## config.mk

```make
export PLATFORM = sky130hd
export DESIGN_NAME = move_scheduler_flat
export DESIGN_NICKNAME = d
export VERILOG_FILES = /design/src/rtl/qbert_pkg.sv /design/src/rtl/move_scheduler_if.sv /design/src/rtl/move_scheduler_rr_arbiter.sv /design/src/rtl/move_scheduler.sv /design/src/flat_wrapper.sv
export SDC_FILE = /design/constraint.sdc
export NUM_CORES = 1
export LEC_CHECK = 0
export ABC_AREA = 0
export BUFFER_PORTS_ARGS = -buffer_cell sky130_fd_sc_hd__buf_2
export CORE_MARGIN = 2
export CORE_UTILIZATION = 53
export CTS_CLUSTER_SIZE = 8
export DETAILED_ROUTE_END_ITERATION = 12
export PLACE_DENSITY = 0.8
export SLEW_MARGIN = 20
export SYNTH_ARGS = -nofsm -noshare
export SYNTH_HDL_FRONTEND = slang
export SYNTH_SLANG_ARGS = --single-unit
```

## constraint.sdc

```tcl
create_clock -name clk -period 3.6 [get_ports clk]
set_clock_uncertainty 0.1 [all_clocks]
set_input_delay 0.54 -clock clk [delete_from_list [all_inputs] [get_ports clk]]
set_output_delay 0.54 -clock clk [all_outputs]
set_load 0.02 [all_outputs]
```

## src/rtl/qbert_pkg.sv

```systemverilog
// rtl/qbert_pkg.sv - shared types and constants for the Qbert move scheduler
package qbert_pkg;

    localparam int POS_W = 28;

    typedef enum logic [2:0] {
        IDLE      = 3'd0,
        START     = 3'd1,
        WAIT_LOW  = 3'd2,
        WAIT_HIGH = 3'd3,
        COMMIT    = 3'd4
    } mv_state_t;

    typedef enum logic [1:0] {
        UP_RIGHT   = 2'd0,
        UP_LEFT    = 2'd1,
        DOWN_RIGHT = 2'd2,
        DOWN_LEFT  = 2'd3
    } dir_t;

endpackage

```

## src/rtl/move_scheduler_if.sv

```systemverilog
// rtl/move_scheduler_if.sv - requester and move-engine signal bundle for move_scheduler
//
// master: requesters + move engine side (drives req, req_dir, done_move, position_qb)
// slave : move_scheduler side (drives mv_start, mv_dir, mv_id, ack, pos_out, busy, timeout_err)
interface move_scheduler_if #(
    parameter int NREQ  = 4,
    parameter int POS_W = qbert_pkg::POS_W
);
    localparam int ID_W = (NREQ > 1) ? $clog2(NREQ) : 1;

    logic [NREQ-1:0]       req;
    logic [2*NREQ-1:0]     req_dir;
    logic                  done_move;
    logic [POS_W-1:0]      position_qb;
    logic                  mv_start;
    logic [1:0]            mv_dir;
    logic [ID_W-1:0]       mv_id;
    logic [NREQ-1:0]       ack;
    logic [NREQ*POS_W-1:0] pos_out;
    logic                  busy;
    logic                  timeout_err;

    modport master (
        output req, req_dir, done_move, position_qb,
        input  mv_start, mv_dir, mv_id, ack, pos_out, busy, timeout_err
    );

    modport slave (
        input  req, req_dir, done_move, position_qb,
        output mv_start, mv_dir, mv_id, ack, pos_out, busy, timeout_err
    );
endinterface

```

## src/rtl/move_scheduler_rr_arbiter.sv

```systemverilog
// rtl/move_scheduler_rr_arbiter.sv - combinational pointer-based one-hot round-robin picker
//
// req  : request vector
// ptr  : index where the search starts (wraps at NREQ-1)
// grant: one-hot winner, all zero when no request is set
module rr_arbiter #(
    parameter  int NREQ = 4,
    localparam int ID_W = (NREQ > 1) ? $clog2(NREQ) : 1
) (
    input  logic [NREQ-1:0] req,
    input  logic [ID_W-1:0] ptr,
    output logic [NREQ-1:0] grant
);
    logic            found;
    logic [ID_W-1:0] idx;

    always_comb begin
        grant = '0;
        found = 1'b0;
        idx   = '0;
        for (int i = 0; i < NREQ; i++) begin
            idx = ID_W'((int'(ptr) + i) % NREQ);
            if (!found && req[idx]) begin
                grant[idx] = 1'b1;
                found      = 1'b1;
            end
        end
    end
endmodule

```

## src/rtl/move_scheduler.sv

```systemverilog
// rtl/move_scheduler.sv - arbitrates sprite move requests onto a single move engine
//
// clk   : system clock, rising edge
// reset : asynchronous active-low reset
// bus   : move_scheduler_if.slave (requests, engine status, grant/ack/position outputs)
// Optional feature macro QBERT_PRIORITY_EN: requester 0 (Qbert) always wins when requesting.
module move_scheduler
    import qbert_pkg::*;
#(
    parameter  int NREQ        = 4,
    parameter  int POS_W       = qbert_pkg::POS_W,
    parameter  int TIMEOUT_CYC = 2**20,
    localparam int ID_W        = (NREQ > 1) ? $clog2(NREQ) : 1,
    localparam int CNT_W       = $clog2(TIMEOUT_CYC + 1)
) (
    input logic             clk,
    input logic             reset,
    move_scheduler_if.slave bus
);
    mv_state_t       state;
    logic [ID_W-1:0] ptr;
    logic [CNT_W-1:0] cnt;
    logic [NREQ-1:0] rr_grant;
    logic [NREQ-1:0] grant;
    logic [ID_W-1:0] gidx;
    logic [1:0]      gdir;
    logic [ID_W-1:0] next_ptr;
    logic            cnt_last;

    rr_arbiter #(.NREQ(NREQ)) u_arb (
        .req   (bus.req),
        .ptr   (ptr),
        .grant (rr_grant)
    );

`ifdef QBERT_PRIORITY_EN
    assign grant = bus.req[0] ? NREQ'(1) : rr_grant;
`else
    assign grant = rr_grant;
`endif

    always_comb begin
        gidx = '0;
        gdir = 2'd0;
        for (int i = 0; i < NREQ; i++) begin
            if (grant[i]) begin
                gidx = ID_W'(i);
                gdir = bus.req_dir[2*i +: 2];
            end
        end
    end

    assign next_ptr = (bus.mv_id == ID_W'(NREQ - 1)) ? '0 : bus.mv_id + 1'b1;
    // The flag must be visible TIMEOUT_CYC cycles after START, so fire on the
    // edge where the counter would reach TIMEOUT_CYC-1.
    assign cnt_last = (cnt == CNT_W'(TIMEOUT_CYC - 2));
    assign bus.busy = (state != IDLE);

    always_ff @(posedge clk or negedge reset) begin
        if (!reset) begin
            state           <= IDLE;
            ptr             <= '0;
            cnt             <= '0;
            bus.mv_start    <= 1'b0;
            bus.mv_dir      <= 2'd0;
            bus.mv_id       <= '0;
            bus.ack         <= '0;
            bus.pos_out     <= '0;
            bus.timeout_err <= 1'b0;
        end else begin
            bus.mv_start <= 1'b0;
            bus.ack      <= '0;
            case (state)
                IDLE: begin
                    if (|bus.req && bus.done_move) begin
                        bus.mv_id    <= gidx;
                        bus.mv_dir   <= gdir;
                        bus.mv_start <= 1'b1;
                        cnt          <= '0;
                        state        <= START;
                    end
                end
                START: state <= WAIT_LOW;
                WAIT_LOW, WAIT_HIGH: begin
                    cnt <= cnt + 1'b1;
                    if (state == WAIT_LOW && !bus.done_move) begin
                        state <= WAIT_HIGH;
                    end else if (state == WAIT_HIGH && bus.done_move) begin
                        // Ack and position land together so both are visible in COMMIT.
                        for (int i = 0; i < NREQ; i++) begin
                            if (ID_W'(i) == bus.mv_id) begin
                                bus.ack[i]                   <= 1'b1;
                                bus.pos_out[i*POS_W +: POS_W] <= bus.position_qb;
                            end
                        end
                        state <= COMMIT;
                    end else if (cnt_last) begin
                        bus.timeout_err <= 1'b1;
                        ptr             <= next_ptr;
                        state           <= IDLE;
                    end
                end
                COMMIT: begin
                    ptr   <= next_ptr;
                    state <= IDLE;
                end
                default: state <= IDLE;
            endcase
        end
    end
endmodule

```

## src/flat_wrapper.sv

```systemverilog
// flat-port wrapper written by rule: the top's interface ports become plain ports
module move_scheduler_flat import qbert_pkg::*;
#(
    parameter  int NREQ        = 4,
    parameter  int POS_W       = qbert_pkg::POS_W,
    parameter  int TIMEOUT_CYC = 2**20,
    localparam int ID_W        = (NREQ > 1) ? $clog2(NREQ) : 1,
    localparam int CNT_W       = $clog2(TIMEOUT_CYC + 1)
)
  (clk, reset, bus_req, bus_req_dir, bus_done_move, bus_position_qb, bus_mv_start, bus_mv_dir, bus_mv_id, bus_ack, bus_pos_out, bus_busy, bus_timeout_err);
  move_scheduler_if #(.NREQ(NREQ), .POS_W(POS_W)) bus_i ();
  input logic clk;
  input logic reset;
  input wire logic [$bits(bus_i.req)-1:0] bus_req;
  input wire logic [$bits(bus_i.req_dir)-1:0] bus_req_dir;
  input wire logic [$bits(bus_i.done_move)-1:0] bus_done_move;
  input wire logic [$bits(bus_i.position_qb)-1:0] bus_position_qb;
  output wire logic [$bits(bus_i.mv_start)-1:0] bus_mv_start;
  output wire logic [$bits(bus_i.mv_dir)-1:0] bus_mv_dir;
  output wire logic [$bits(bus_i.mv_id)-1:0] bus_mv_id;
  output wire logic [$bits(bus_i.ack)-1:0] bus_ack;
  output wire logic [$bits(bus_i.pos_out)-1:0] bus_pos_out;
  output wire logic [$bits(bus_i.busy)-1:0] bus_busy;
  output wire logic [$bits(bus_i.timeout_err)-1:0] bus_timeout_err;
  assign bus_i.req = bus_req;
  assign bus_i.req_dir = bus_req_dir;
  assign bus_i.done_move = bus_done_move;
  assign bus_i.position_qb = bus_position_qb;
  assign bus_mv_start = bus_i.mv_start;
  assign bus_mv_dir = bus_i.mv_dir;
  assign bus_mv_id = bus_i.mv_id;
  assign bus_ack = bus_i.ack;
  assign bus_pos_out = bus_i.pos_out;
  assign bus_busy = bus_i.busy;
  assign bus_timeout_err = bus_i.timeout_err;
  move_scheduler #(.NREQ(NREQ), .POS_W(POS_W), .TIMEOUT_CYC(TIMEOUT_CYC)) u_core (.clk(clk), .reset(reset), .bus(bus_i));
endmodule
```

==> run_results.csv <==
group,metric,value,unit
outcome,outcome,"completed",
timing,setup-violations-final,0,
synth,synth_top_family_by_area,"multiplexers",
synth,yosys-top-cells-area,"dfrtp_1 (60%), mux2_2 (21%), ha_1 (2.6%)",
die,fp.coreArea,0.01142,mm²
global_routing,overflow,0,
cts,cts_buffers,17,
critical_path,slowest_delay,0.59,ns
critical_path,startpoint,"u_core.ptr[0]$_DFFE_PN0P_",
synth,synth_common_cells,"dfrtp_1 (148), mux2_2 (114), nor2_1 (33)",
timing,hold_viol_final,0,
pwr,clock_power_share,22.9,%
critical_path,worstSetupEndpointType,"flop",
synth,synth-main-ff-cell,"dfrtp_1",
cts,cts_resized,0,
cts,cts_tree,"yes",
route,routed_wl,13860,µm
finish,drive_above_1_share,50.00,%
global_routing,antenna_found_initial,0,
cts,clock-sinks,148,
route,antenna_left,0,
critical_path,required,3.76,ns
global_routing,grt.busiest_layer,"met2",
synth,synth-simple-area-share,7.472,%
cts,clk_pin_slew,0.06,ns
synth,synth_area,0.006212,mm²
critical_path,crit_chain,"inv_1 -> ha_1 -> mux4_2 -> nand2_1 -> o21ai_1 -> a221oi_1 -> nand2_1 -> a21oi_1 -> a221oi_2",
timing,setup_ws,0.5064,ns
synth,synth_fp_nets,517,
critical_path,r2r-start,"u_core.ptr[0]$_DFFE_PN0P_",
global_routing,grt_max_degree,115,
synth,avgSynthCellArea,13.48,µm²
timing,slew_viol_final,0,
synth,synth_top_cell_area_share,59.62,%
finish,syn_to_final_growth,25.34,%
timing,relSlewSlack,40.46,%
placement,port_buffers,165,
die,die_h,112.3,µm
die,die_area,0.01260,mm²
die,fp-row-count,39,
synth,synthXorXnorAreaFrac,2.256,%
synth,yosys.area.top_type,"dfrtp_1",
route,first_pass_iters,4,
die,ios,166,
placement,gp_congestion,0.8566,
pwr,switching_share,37.98,%
finish,nFillCells,841,
critical_path,critPathArrivalTime,3.25,ns
placement,dp.cells,757,
synth,ys_seq_area_share,59.62,%
cts,cts_hold_buf,0,
route,routedWlPerCell,17.57,µm
pwr,vdd_drop_max,0.0007320,V
cts,h-tree-depth,4,
die,die_w,112.3,µm
route,drt_iter0_drc,207,
synth,synth_seq_cells,148,
synth,synth_compound_area_share,4.491,%
die,initial_core_util,54.40,%
global_routing,grt_use_total,23.01,%
timing,fmax,0.3233,GHz
timing,worst_slew_pin_slew,0.8898,ns
synth,synthMostInstantiatedCell,"dfrtp_1",
cts,cts_max_path_buffers,2,
finish,register_area,0.003704,mm²
finish,antenna_cells,0,
critical_path,cp_common_cell,"nand2_1",
finish,fin_nets,689,
synth,synthAdderAreaFrac,2.618,%
synth,synth.mux.area_fraction,21.55,%
timing,fin_crit,3.094,ns
pwr,p_seq_share,37.2,%
critical_path,crit_type,"reg2reg",
min_path,hold_path.class,"in2async",
pwr,pwr-share-comb,39.8,%
critical_path,startpoint_type,"flop",
finish,multi_input_comb_area,0.002385,mm²
cts,postCtsSetupBuffers,0,
cts,cts_root_buf,"clkbuf_16",
route,drc,0,
pwr,leakage,3.962,nW
pwr,p_sw,2.828,mW
timing,setup_tns,0,ns
global_routing,grt.met1_usage,27.23,%
job,drv_cap,0,
global_routing,use_met2,38.67,%
placement,dp_hpwl,9580,µm
synth,synth_warnings,0,
timing,period_share,85.93,%
route,num_vias,4255,
finish,finalNonFillerCells,789,
global_routing,grt_pass1_vias,4560,
pwr,power_density,956.4,mW/mm²
synth,synth_edf_count,0,
synth,synth_cell_types,47,
global_routing,gr-usage-met3,8.747,%
critical_path,crit_path_top_delay_cell,"dfrtp_1",
global_routing,grt_pass1_wl,22800,µm
placement,pre_cts_ws,0.5288,ns
critical_path,crit_fanout,14,
synth,syn_inst,461,
route,vias_per_cell,5.393,
pwr,p_int,4.618,mW
synth,synth-async-reset-ratio,100.0,%
cts,insertion_delay,0.42,ns
timing,rsz0062_at_grt,"no",
## metrics by stage
step                total power [mW]  hold WS [ns]  area, µm²  util, %
floorplan                      4.691        0.1444       6212        -
global route                   7.857        0.2080       7786    68.19
finish                         7.446        0.1407       7786    68.19
CTS                            7.502        0.2137       7784    68.17
global placement               5.616        0.3675       7206    63.11
detailed placement             5.763        0.3679       7206    63.11
## registers in the layout, summed over array words and instances (netlist names)
signal / flops
u_core.bus.mv_id: 2
u_core.bus.ack: 4
u_core.cnt: 21
u_core.bus.mv_dir: 2
u_core.bus.timeout_err: 1
u_core.bus.mv_start: 1
u_core.ptr: 2
u_core.bus.pos_out: 112
u_core.state: 3
## final cells by class
type / instances / area share [%]
flip-flops and latches: 148 / 47.57
inverters: 13 / 0.6267
multi-input cells: 282 / 30.63
clock buffers: 20 / 5.737
repair buffers: 171 / 11.46
well taps: 143 / 2.298
clock inverters: 12 / 1.687
## per-layer routing
layer	vias to the layer above	routed length [µm]
li1	1958	-
met5	-	0
met2	159	6977
met4	0	158
met1	2121	5609
met3	17	1118
## power by group through the flow
stage	registers [mW]	logic, mW	clock network, mW
final	2.77	2.97	1.71
after CTS	2.77	2.99	1.74
after detailed placement	2.78	2.98	0
after floorplan	3.53	1.17	0
after global placement	2.73	2.89	0
after global routing	2.86	3.19	1.81
## final timing paths
check	endpoint	cells after the start	slack (ns)
hold reg to reg	u_core.bus.timeout_err$_DFFE_PN0P_	1	0.38
hold / removal	u_core.bus.mv_dir[0]$_DFFE_PN0P_	1	0.14
min in group clk	u_core.bus.pos_out[109]$_DFFE_PN0P_	2	0.29
setup reg to reg	u_core.bus.mv_dir[1]$_DFFE_PN0P_	9	0.51
setup / recovery	u_core.bus.mv_dir[1]$_DFFE_PN0P_	9	0.51
max in group asynchronous	u_core.bus.pos_out[87]$_DFFE_PN0P_	2	2.52
## worst max-delay path: cells and delay by family, from the launching register on
kind / cells / cell delay [ns]
adders and majority gates: 1 / 0.37
AOI/OAI and AO/OA: 4 / 0.84
muxes: 1 / 0.58
and+or+nand+nor: 2 / 0.31
buffers and inverters: 1 / 0.15
DFF: 1 / 0.59
## cell families (layout without fill, tap and decap cells)
kind of cell	after synthesis	count (layout)
buffers and inverters	31	216
flip-flops	148	148
multiplexers	117	117
AO/OA/AOI/OAI	40	40
AND/OR/NAND/NOR	96	96
adder cells (fa/ha/maj)	13	13
XOR/XNOR	16	16
## placed cells by master, fill, tap and decap left out, drive strengths merged, types with 5 or more instances in the layout
master and n:
buf 170, dfrtp 148, mux2 114, nor2 34, nand2 25, clkbuf 21, inv 14, ha 13
xor2 12, a21oi 10, o21ai 9, a221oi 7, nand3 6, or3 6, clkinv 5
Note: power is estimated with default switching activity, not from simulation.
